--- src/rtl/peak_pkg.sv ---
// Shared constants and event-record layout for the peak readout path.
// The serializer imports this to unpack records: peak value in the MSBs, timestamp in the LSBs.
package peak_pkg;

    localparam int PK_DATA_W = 8;
    localparam int PK_TS_W   = 16;
    localparam int PK_REC_W  = PK_DATA_W + PK_TS_W;

    typedef struct packed {
        logic [PK_DATA_W-1:0] peak;
        logic [PK_TS_W-1:0]   ts;
    } pk_record_t;

    function automatic pk_record_t make_record(input logic [PK_DATA_W-1:0] peak,
                                               input logic [PK_TS_W-1:0]   ts);
        pk_record_t rec;
        rec.peak = peak;
        rec.ts   = ts;
        return rec;
    endfunction

endpackage

--- src/rtl/sync_fifo_fwft.sv ---
// Register-array first-word-fall-through FIFO with explicit occupancy count.
// A push into a full FIFO is accepted only when a pop frees the slot in the same cycle.
module sync_fifo_fwft #(
    parameter int WIDTH  = 24,
    parameter int DEPTH  = 16,
    parameter int ADDR_W = $clog2(DEPTH)
) (
    input  logic              clk,
    input  logic              rst_n,
    input  logic              clear,
    input  logic              push,
    input  logic              pop,
    input  logic [WIDTH-1:0]  wdata,
    output logic [WIDTH-1:0]  rdata,
    output logic [ADDR_W:0]   count,
    output logic              full,
    output logic              empty
);

    logic [WIDTH-1:0]  mem [DEPTH];
    logic [ADDR_W-1:0] wr_ptr;
    logic [ADDR_W-1:0] rd_ptr;
    logic              do_push;
    logic              do_pop;

    assign empty   = (count == '0);
    assign full    = (count == (ADDR_W+1)'(DEPTH));
    assign do_pop  = pop && !empty && !clear;
    assign do_push = push && (!full || do_pop) && !clear;

    // Head entry falls through; forced to zero when nothing is stored.
    assign rdata = empty ? '0 : mem[rd_ptr];

    // NOTE: the storage array has no reset; stale words are never visible because
    // rdata is masked by empty and only written slots are ever read.
    always_ff @(posedge clk) begin
        if (do_push) begin
            mem[wr_ptr] <= wdata;
        end
    end

    // NOTE: all state registers use non-blocking assignments so every flop samples
    // pre-edge values regardless of statement order.
    always_ff @(posedge clk or negedge rst_n) begin
        if (!rst_n) begin
            wr_ptr <= '0;
            rd_ptr <= '0;
            count  <= '0;
        end else if (clear) begin
            wr_ptr <= '0;
            rd_ptr <= '0;
            count  <= '0;
        end else begin
            if (do_push) wr_ptr <= wr_ptr + 1'b1;
            if (do_pop)  rd_ptr <= rd_ptr + 1'b1;
            case ({do_push, do_pop})
                2'b10:   count <= count + 1'b1;
                2'b01:   count <= count - 1'b1;
                default: count <= count;
            endcase
        end
    end

endmodule

--- src/rtl/peak_event_buffer.sv ---
// Turns rising edges of the peak flag into {peak, timestamp} records and queues them
// in a FWFT FIFO for a slow valid/ready readout; dropped records set a sticky flag.
module peak_event_buffer
    import peak_pkg::*;
#(
    parameter int DATA_W = PK_DATA_W,
    parameter int TS_W   = PK_TS_W,
    parameter int DEPTH  = 16,
    parameter int ADDR_W = 4
) (
    input  logic              clk,
    input  logic              rst_n,
    input  logic              enable,
    input  logic              clear,
    input  logic              pk_detected,
    input  logic [DATA_W-1:0] pk_data,
    output logic              out_valid,
    input  logic              out_ready,
    output logic [DATA_W-1:0] out_peak,
    output logic [TS_W-1:0]   out_ts,
    output logic [ADDR_W:0]   count,
    output logic              full,
    output logic              overflow
);

    localparam int REC_W = DATA_W + TS_W;

    logic [TS_W-1:0]  ts;
    logic             pk_prev;
    logic             event_hit;
    logic             drop;
    logic             empty;
    logic [REC_W-1:0] head;
    logic [REC_W-1:0] record;

    assign event_hit = enable && pk_detected && !pk_prev;
    assign record    = {pk_data, ts};

    // A full FIFO loses the record unless the reader frees a slot in the same cycle.
    assign drop = event_hit && full && !out_ready && !clear;

    always_ff @(posedge clk or negedge rst_n) begin
        if (!rst_n) begin
            ts       <= '0;
            pk_prev  <= 1'b0;
            overflow <= 1'b0;
        end else begin
            pk_prev <= pk_detected;
            if (clear) begin
                ts       <= '0;
                overflow <= 1'b0;
            end else begin
                if (enable) ts <= ts + 1'b1;
                if (drop)   overflow <= 1'b1;
            end
        end
    end

    sync_fifo_fwft #(
        .WIDTH  (REC_W),
        .DEPTH  (DEPTH),
        .ADDR_W (ADDR_W)
    ) u_fifo (
        .clk   (clk),
        .rst_n (rst_n),
        .clear (clear),
        .push  (event_hit),
        .pop   (out_ready),
        .wdata (record),
        .rdata (head),
        .count (count),
        .full  (full),
        .empty (empty)
    );

    assign out_valid = !empty;
    assign out_peak  = head[REC_W-1 -: DATA_W];
    assign out_ts    = head[TS_W-1:0];

endmodule

--- config.mk ---
export PLATFORM = sky130hd
export DESIGN_NAME = peak_event_buffer
export DESIGN_NICKNAME = d
export VERILOG_FILES = /design/src/rtl/peak_pkg.sv /design/src/rtl/sync_fifo_fwft.sv /design/src/rtl/peak_event_buffer.sv
export SDC_FILE = /design/constraint.sdc
export NUM_CORES = 1
export LEC_CHECK = 0
export ABC_CLOCK_PERIOD_IN_PS = 7520
export CAP_MARGIN = 20
export CORE_ASPECT_RATIO = 0.8
export CORE_UTILIZATION = 25
export CTS_CLUSTER_DIAMETER = 200
export DETAILED_ROUTE_END_ITERATION = 12
export GPL_TIMING_DRIVEN = 0
export PLACE_DENSITY = 0.49
export SLEW_MARGIN = 20
export SYNTH_ARGS = -nofsm -noshare
export SYNTH_HDL_FRONTEND = slang
export SYNTH_HIERARCHICAL = 1
export SYNTH_SLANG_ARGS = --single-unit
--- constraint.sdc ---
create_clock -name clk -period 7.52 [get_ports clk]
set_input_delay 1.504 -clock clk [delete_from_list [all_inputs] [get_ports clk]]
set_output_delay 1.504 -clock clk [all_outputs]
set_load 0.1 [all_outputs]
==> results.txt, run 1 <==
Status -> finished, violations left
Violated checks -> design-rule violations
Port Buf Inserts -> 44
Slew Limit Fails -> 0
Cts hold-fix bufs -> 0
PwrDens -> 327.0 nW/um^2
Rows -> 83
Critical-path cell list -> clkbuf_1 -> buf_2 -> clkbuf_1 -> mux4_2 -> mux4_2 -> and2_1 -> clkdlybuf4s50_1
Syn_nets -> 790
Post-synth EDFFs -> 384
Max Fanout on Critical Path -> 10
H-tree depth -> 2
ANT cells -> 0
IO Pins -> 46
Synth Area per Inst -> 21.33 sq um
Final Hold Fails -> 0
Vias -> 7863
Power Total -> 0.006465 W
Number of CTS-inserted buffers -> 42
Grt ovf -> 0
CP startpoint kind -> flop
Die W -> 288.2 um
CP Data Arrival Time -> 4.50 ns
Max IR drop VDD -> 204.0 uV
DR WL/cell -> 22.52 um
Fmax -> 166.7 MHz
Register clock-pin slew on the reported worst setup and hold paths -> 0.06 ns
Fraction of registers with async set/reset -> 7.470%
CTS sink count -> 415
CORE AREA -> 64490 sq um
Initial Util -> 25.40%
Die Ht -> 230.9 um
Placed Cells -> 1682
DR WL met2 -> 17360 um
Number of setup buffers added after CTS -> 0
Hold Path Class -> flop to flop
Clk buf depth -> 3
Max-Cap Viols -> 0
Commonest non-fill, non-tap cell in the layout -> edfxtp_1
Final core utilization -> 30.65%
Gate Count Post-Synth -> 768
CTS tree -> yes
Highest metal used -> met4
DRT Wirelength -> 39530 um
Vias in the first global route -> 8172
Clk Latency, worst-skew pair -> 0.56 ns
Met3 wire len -> 2108 um
DRT Pass-1 Iters -> 9
Setup WS pre-CTS -> 2.043 ns
Cell variety after synth -> 48
Critical Path RT -> 6.02 ns
Slew margin rel. -> 30.17%
Vias per cell -> 4.480
Final Worst Setup Slack -> 1.520 ns
Gr usage total -> 12.27%
Area growth syn-to-layout -> 20.70%
Die Footprint -> 66550 sq um
Layout cells sized above 1 -> 26.63%
RSZ-0062 raised after global routing -> false
Final nets -> 898
Routed Antenna Nets -> 0
Worst path max stage delay -> 0.96 ns
Final worst path period share -> 79.79%
Initial drt markers -> 701
Largest net degree at the start of global routing -> 24
Final number of setup-violating endpoints -> 0
Period minus WS final -> 6.000 ns
Final Instance Count excl. Fillers -> 1755
Reg2reg setup slack -> 4.38 ns
Final Wtd Congestion -> 0.7241
Syn. warnings -> 6
Critical path class -> flop to output pin
Root Driver -> clkbuf_16
Resize count post-CTS -> 0
Mapped Area -> 16380 sq um
HPWL Detailed -> 25690 um
Clock skew -> 0.01978 ns
Top FF cell, synth -> edfxtp_1
#FFs+latches synth -> 415
DRC -> 1
First-pass GRT wire length -> 58200 um
Slowest CP cell -> clkdlybuf4s50_1
Total negative slack -> 0 ns
Pleak -> 6.548 nW
Antenna violations before repair -> 0
Most frequent cells in the layout -> edfxtp_1, mux4_2, clkbuf_16, clkdlybuf4s50_1, clkbuf_1
CP endpoint kind -> output pin
Register area share after synthesis -> 75.14%
Metal1 wirelength -> 19490 um
Worst-Margin Slew -> 1.047 ns
kinds of logic (layout without fill, tap and decap cells):
| group | count (synthesis) | in the layout | share of synthesized area [%] |
|---|---|---|---|
| AOI/OAI and AO/OA | 30 | 30 | 1.238 |
| xor gates and xnor gates | 19 | 19 | 1.016 |
| adders and majority gates | 8 | 8 | 0.6112 |
| buffers and inverters | 50 | 187 | 1.406 |
| DFF | 415 | 415 | 75.14 |
| muxes | 125 | 125 | 16.81 |
| and+or+nand+nor | 121 | 121 | 3.774 |
where the power goes:
group	internal, W	switching (W)	total [W]
Sequential	0.00252	0.0000205	0.00254
Clock	0.00116	0.000854	0.00201
Combinational	0.000524	0.00139	0.00191
Total	0.00420	0.00226	0.00647
synthesized netlist by cell type (3+ instances only):
cell type / number / area (sq um)
mux2i_1: 4 / 40.04
nor2_1: 45 / 168.9
nand2_1: 13 / 48.80
clkbuf_1: 21 / 78.83
a21oi_1: 12 / 60.06
nand4_1: 7 / 43.79
buf_2: 13 / 65.06
nand2b_1: 3 / 18.77
xor2_1: 14 / 122.6
buf_4: 3 / 22.52
dfrtp_1: 31 / 775.7
or3_1: 4 / 25.02
xnor2_1: 5 / 43.79
nand3_1: 7 / 35.03
mux4_2: 120 / 2703
ha_1: 8 / 100.1
edfxtp_1: 384 / 11530
and2_1: 25 / 156.4
o21ai_0: 4 / 20.02
inv_1: 10 / 37.54
final cells by class:
cell class,count,area [sq um]
Multi-Input combinational cell,303,3961
Tap cell,850,1064
Inverter,10,37.54
Buffer,40,192.7
Clock buffer,55,1121
Timing Repair Buffer,64,895.9
Clock inverter,18,190.2
Fill cell,6119,44720
Sequential cell,415,12310
through the flow:
stage               hold WS [ns]  cell area (sq um)
finish                    0.5215              19770
global route              0.5561              19770
CTS                       0.5283              19770
detailed placement        0.4902              18460
global placement          0.5120              17880
floorplan                 0.5523              16380
final timing paths:
| path | from | cells past startpoint | end |
|---|---|---|---|
| max | u_fifo/rd_ptr[1] | 7 | out_ts[14] |
| min | overflow | 2 | overflow |
| max reg2reg | pk_prev | 6 | u_fifo/mem[11][0] |
| min reg2reg | overflow | 2 | overflow |
| max in group asynchronous | rst_n | 2 | u_fifo/rd_ptr[3] |
| min in group asynchronous | rst_n | 1 | u_fifo/count[1] |
registers in the layout (all words and copies together), names as in the netlist:
signal	flops
u_fifo/mem	384
ts	16
u_fifo/count	5
u_fifo/rd_ptr	4
u_fifo/wr_ptr	4
overflow	1
pk_prev	1
metal layers:
layer	vias up	GRT usage [%]
met4	0	2.728
met2	191	17.81
li1	3372	-
met1	4261	18.58
met5	-	0
met3	39	2.628
critical path: cells and delay by family, from the launching register on:
family	cells	cell delay (ns)
simple gates	1	0.18
mux	2	0.95
flops	1	0.34
buf+inv	4	2.45
Power figures use the tool's default switching activity.
==> inputs of run 2 (changes only) <==
--- a/config.mk
+++ b/config.mk
@@ -5,7 +5,7 @@
 export SDC_FILE = /design/constraint.sdc
 export NUM_CORES = 1
 export LEC_CHECK = 0
-export ABC_CLOCK_PERIOD_IN_PS = 7520
+export ABC_CLOCK_PERIOD_IN_PS = 6240
 export CAP_MARGIN = 20
 export CORE_ASPECT_RATIO = 0.8
 export CORE_UTILIZATION = 25
==> constraint.sdc (replaced) <==
create_clock -name clk -period 6.24 [get_ports clk]
set_input_delay 1.248 -clock clk [delete_from_list [all_inputs] [get_ports clk]]
set_output_delay 1.248 -clock clk [all_outputs]
set_load 0.1 [all_outputs]
==> results of run 2 <==
The final DEF is identical to that of run 1. Status: finished, violations left: design-rule violations.
Main changes from that run: setup slack after placement 2.043 ns -> 1.019 ns; setup slack after layout 1.520 ns -> 0.4957 ns; register-to-register setup slack 4.38 ns -> 3.10 ns; total power 0.006465 W -> 0.007791 W; worst IR drop on VDD 204.0 uV -> 245.9 uV
==> inputs of run 3 (changes only) <==
--- a/config.mk
+++ b/config.mk
@@ -13,7 +13,6 @@
 export DETAILED_ROUTE_END_ITERATION = 12
 export GPL_TIMING_DRIVEN = 0
 export PLACE_DENSITY = 0.49
-export SLEW_MARGIN = 20
 export SYNTH_ARGS = -nofsm -noshare
 export SYNTH_HDL_FRONTEND = slang
 export SYNTH_HIERARCHICAL = 1
==> results.txt, run 3 (same netlist as run 1, synthesis figures left out) <==
DRC -> 1 (unchanged)
IO Pins -> 46 (unchanged)
Total negative slack -> 0 ns (unchanged)
Cts hold-fix bufs -> 0 (unchanged)
Commonest non-fill, non-tap cell in the layout -> edfxtp_1
Gr usage total -> 12.17% (-0.092 points)
Final Worst Setup Slack -> 0.5265 ns
Crit path launch -> u_fifo/rd_ptr[1]
Routed Antenna Nets -> 0 (unchanged)
Placed Cells -> 1678 (-0.24%)
Critical path class -> flop to output pin
Power Total -> 0.007751 W
Die Ht -> 230.9 um (unchanged)
Reg2reg setup slack -> 3.21 ns
Initial drt markers -> 748 (+6.7%)
Root Driver -> clkbuf_16
Hold Worst Slack -> 0.5313 ns (+0.009769 ns)
R2r worst-path depth -> 6 (unchanged)
CTS sink count -> 415 (unchanged)
Final Hold Fails -> 0 (unchanged)
Grt ovf -> 0 (unchanged)
Initial Util -> 25.40% (unchanged)
CP Data Arrival Time -> 4.47 ns (-0.03 ns)
Setup WS pre-CTS -> 0.9824 ns
Antenna violations before repair -> 0 (unchanged)
Fillcell total -> 6160 (+0.67%)
Max-Cap Viols -> 0 (unchanged)
Critical Path RT -> 4.99 ns
DRT Wirelength -> 39690 um (+0.40%)
Hold Crit Start -> overflow
RSZ-0062 raised after global routing -> false
CORE AREA -> 64490 sq um (unchanged)
Violated checks -> design-rule violations
CTS tree -> yes
HPWL Detailed -> 25000 um (-2.7%)
DRT Pass-1 Iters -> 8 (-1)
Resize count post-CTS -> 0 (unchanged)
Crit path to -> out_ts[14]
Final number of setup-violating endpoints -> 0 (unchanged)
Number of setup buffers added after CTS -> 0 (unchanged)
Pleak -> 6.497 nW (-0.78%)
Max Fanout on Critical Path -> 10 (unchanged)
Final nets -> 894 (-0.45%)
DR WL/cell -> 22.60 um (+0.34%)
Most frequent cells in the layout -> edfxtp_1, mux4_2, clkdlybuf4s50_1
Clk Latency, worst-skew pair -> 0.56 ns (about the same)
Fmax -> 175.0 MHz
R2R Path End -> u_fifo/mem[12][0]
PwrDens -> 394.5 nW/um^2
Die Footprint -> 66550 sq um (unchanged)
CP endpoint kind -> output pin
Area growth syn-to-layout -> 19.98%
CP startpoint kind -> flop
First-pass GRT wire length -> 58040 um (-0.27%)
Number of CTS-inserted buffers -> 42 (unchanged)
R2R Path Start -> pk_prev
Final worst path period share -> 91.56%
ANT cells -> 0 (unchanged)
Slew margin rel. -> 28.63% (-1.5 points)
Largest net degree at the start of global routing -> 32 (+33%)
Clock skew -> 0.02473 ns (+0.004958 ns)
Slew Limit Fails -> 0 (unchanged)
Period minus WS final -> 5.714 ns
Largest registers -> u_fifo/mem x384, ts x16, u_fifo/count x5
Most flops, register -> u_fifo/mem
H-tree depth -> 2 (unchanged)
Final Wtd Congestion -> 0.7241 (unchanged)
Vias per cell -> 4.502 (+0.48%)
Clk buf depth -> 3 (unchanged)
Hold Path Class -> flop to flop
Port Buf Inserts -> 44 (unchanged)
Die W -> 288.2 um (unchanged)
Max reg flops -> 384 (unchanged)
Vias -> 7905 (+0.53%)
Max IR drop VDD -> 251.0 uV
Vias in the first global route -> 8141 (-0.38%)
Layout cells sized above 1 -> 26.27% (-0.36 points)
Register clock-pin slew on the reported worst setup and hold paths -> 0.06 ns (about the same)
Final Instance Count excl. Fillers -> 1756 (+0.057%)
Rows -> 83 (unchanged)
Worst-Margin Slew -> 1.071 ns (+0.02311 ns)
Status -> finished, violations left
run 3: cell types whose count changed in the layout (fill, tap and decap cells not counted), sizes merged:
cell,previous run,this run
clkbuf,76,89
bufinv,3,0
buf,40,36
clkinvlp,2,1
inv,10,12
clkinv,13,7
run 3: power breakdown:
group          switching (W)  internal (W)  leakage (nW)
clock                0.00104       0.00134         0.625
combinational        0.00167      0.000630          1.51
sequential         0.0000243       0.00304          4.36
run 3: worst min-delay path by stage:
stage / end / slack [ns] / depth (start not counted)
floorplan: u_fifo/wr_ptr[3] / 0.55 / 2
global placement: overflow / 0.51 / 2
detailed placement: overflow / 0.50 / 2
CTS: overflow / 0.53 / 2
global route: overflow / 0.57 / 2
finish: overflow / 0.53 / 2
run 3: layer usage:
layer  vias up  routed length, um  GRT usage (%)
li1       3369                  -              -
met1      4268              19610          18.67
met2       221              17070          17.26
met3        47               2358          2.688
met4         0                649          2.894
met5         -                  0              0
run 3: layout make-up:
cell class	instances	area [sq um]	area share, %
inverter	10	37.54	0.1910
sequential	415	12310	62.63
buffer	40	192.7	0.9806
tap	850	1064	5.412
multi-input combinational	303	3961	20.16
timing repair buffer	60	800.8	4.075
clock inverter	10	68.82	0.3502
clock buffer	68	1219	6.202
run 3: through the flow:
| stage | utilization, % | cell area, sq um |
|---|---|---|
| 6_report | 30.47 | 19650 |
| 5_1_grt | 30.47 | 19650 |
| 4_1_cts | 30.47 | 19650 |
| 3_5_place_dp | 28.47 | 18360 |
| 3_3_place_gp | 27.73 | 17880 |
| 2_1_floorplan | - | 16380 |
run 3: critical path: stages (launching register included):
cell	delay (ns)
dfrtp_1	0.34
clkbuf_1	0.27
buf_2	0.45
clkbuf_1	0.73
mux4_2	0.43
mux4_2	0.51
and2_1	0.18
clkdlybuf4s50_1	0.96
==> RTL change, RTL diff (settings of run 2) <==
Put a register stage on the output `count`, with the module's reset. The value now appears one clock later. The other outputs are not delayed to match.
--- a/src/rtl/peak_event_buffer.sv
+++ b/src/rtl/peak_event_buffer.sv
@@ -25,4 +25,6 @@
 
     localparam int REC_W = DATA_W + TS_W;
+
+    logic [ADDR_W:0] count_d;
 
     logic [TS_W-1:0]  ts;
@@ -69,5 +71,5 @@
         .wdata (record),
         .rdata (head),
-        .count (count),
+        .count (count_d),
         .full  (full),
         .empty (empty)
@@ -78,4 +80,12 @@
     assign out_ts    = head[TS_W-1:0];
 
+    always_ff @(posedge clk or negedge rst_n) begin
+        if (!rst_n) begin
+            count <= '0;
+        end else begin
+            count <= count_d;
+        end
+    end
+
 endmodule
 
Behaviour: not the same (a bounded check fails within 4 cycles, from zero or initial values and one cycle with rst_n low).
==> RTL change against run 2 <==
Sequential cell count up 5. Design area up 1.3%. Highest routed layer unchanged. Global-route usage down 0.24 points. Total power up 1.3%. Setup slack worse by 7.2 ps. Wire length up 0.91%. Fmax down 0.13%. Largest power group unchanged. Area after synthesis up 1.2%.
==> RTL change: results (changes against run 2) <==
top cells by area, synth -> edfxtp_1 70%, mux4_2 16%, dfrtp_1 5.4%
worst slack at placement -> 1060 ps (+40.8 ps)
post-synthesis adder-cell area fraction -> 0.00604 (-0.0000733)
DR WL/cell -> 22.5 um (-0.11%)
final setup margin -> 488 ps (-7.20 ps)
first-pass GRT wire length -> 58,200 um (about the same)
antenna violations before repair -> 0 (unchanged)
Worst Hold End -> count[4]
Synth Area in Compound Gates -> 0.0135 (+0.00113)
sw power -> 2.76 mW (+1.4%)
reg2reg end -> u_fifo/mem[14][7]
Hold Path Stages -> 0 (-2)
gpl congestion -> 0.703 (-2.9%)
Tot GR Track Use -> 0.120 (-0.00244)
worst IR drop on VDD -> 0.238 mV (-3.3%)
Via density -> 4.53 (+1.1%)
Hold Crit Start -> u_fifo/count[4]
Pre-antenna DRT Iters -> 4 (-5)
post-synth cell types -> 46 (-4.2%)
Post-synth top cells -> 384 x edfxtp_1, 120 x mux4_2, 44 x nor2_1
Pleak -> 6.52 nW (-0.38%)
hold slack -> 385 ps (-136 ps)
layout filler cell count -> 6,294 (+2.9%)
vias in the first global route -> 8,225 (+0.65%)
Slew @ Worst Pin -> 1080 ps (+34.8 ps)
leading registers by flop count -> u_fifo/mem x384, ts x16
post-synthesis sequential area ratio -> 0.750 (-0.00147)
placement-stage cell area -> 18,700 um2 (+1.3%)
comb pwr -> 2.34 mW (+2%)
Layout Skew -> 20.5 ps (+0.736 ps)
largest net degree at the start of global routing -> 22 (-8.3%)
NumNets Final -> 902 (+0.45%)
Starting DRT DRC Count -> 679 (-3.1%)
Vias -> 8,031 (+2.1%)
outcome -> finished clean
share of flip-flops with an asynchronous set or reset -> 0.0857 (+0.0110)
layout cell share with drive strength beyond 1 -> 0.270 (+0.00344)
post-synthesis mux area share -> 0.166 (-0.00202)
synthesized net count -> 795 (+0.63%)
mean cell area of the mapped netlist -> 21.4 um2 (+0.56%)
[RTL change: cells by family after synthesis]
logic type / count (synthesis)
XOR/XNOR: 19
AO/OA/AOI/OAI: 30
buffers and inverters: 54
flip-flops: 420
adder cells (fa/ha/maj): 8
multiplexers: 125
AND/OR/NAND/NOR: 117
[RTL change: final cells by class]
class,instances,area share
antenna,1,0.000125
buffer,39,0.00962
clock buffer,62,0.0588
clock inverter,14,0.00694
inverter,15,0.00281
multi-input combinational,299,0.201
sequential,420,0.621
tap,860,0.0537
timing repair buffer,63,0.0466
[RTL change: per-layer routing]
layer	global-route usage	routed length, um	vias up	part of all wire
met5	0	0	-	0
met4	0.0268	679	0	0.017
met3	0.0203	2220	54	0.056
met2	0.176	17100	225	0.43
met1	0.185	19800	4361	0.50
li1	-	-	3391	-
[RTL change: worst max-delay path: stages, from the launching register on]
cell,delay [ps]
dfrtp_1,340
clkbuf_1,290
buf_2,400
clkbuf_1,850
mux4_2,410
mux4_2,520
and2_1,180
clkdlybuf4s50_1,970
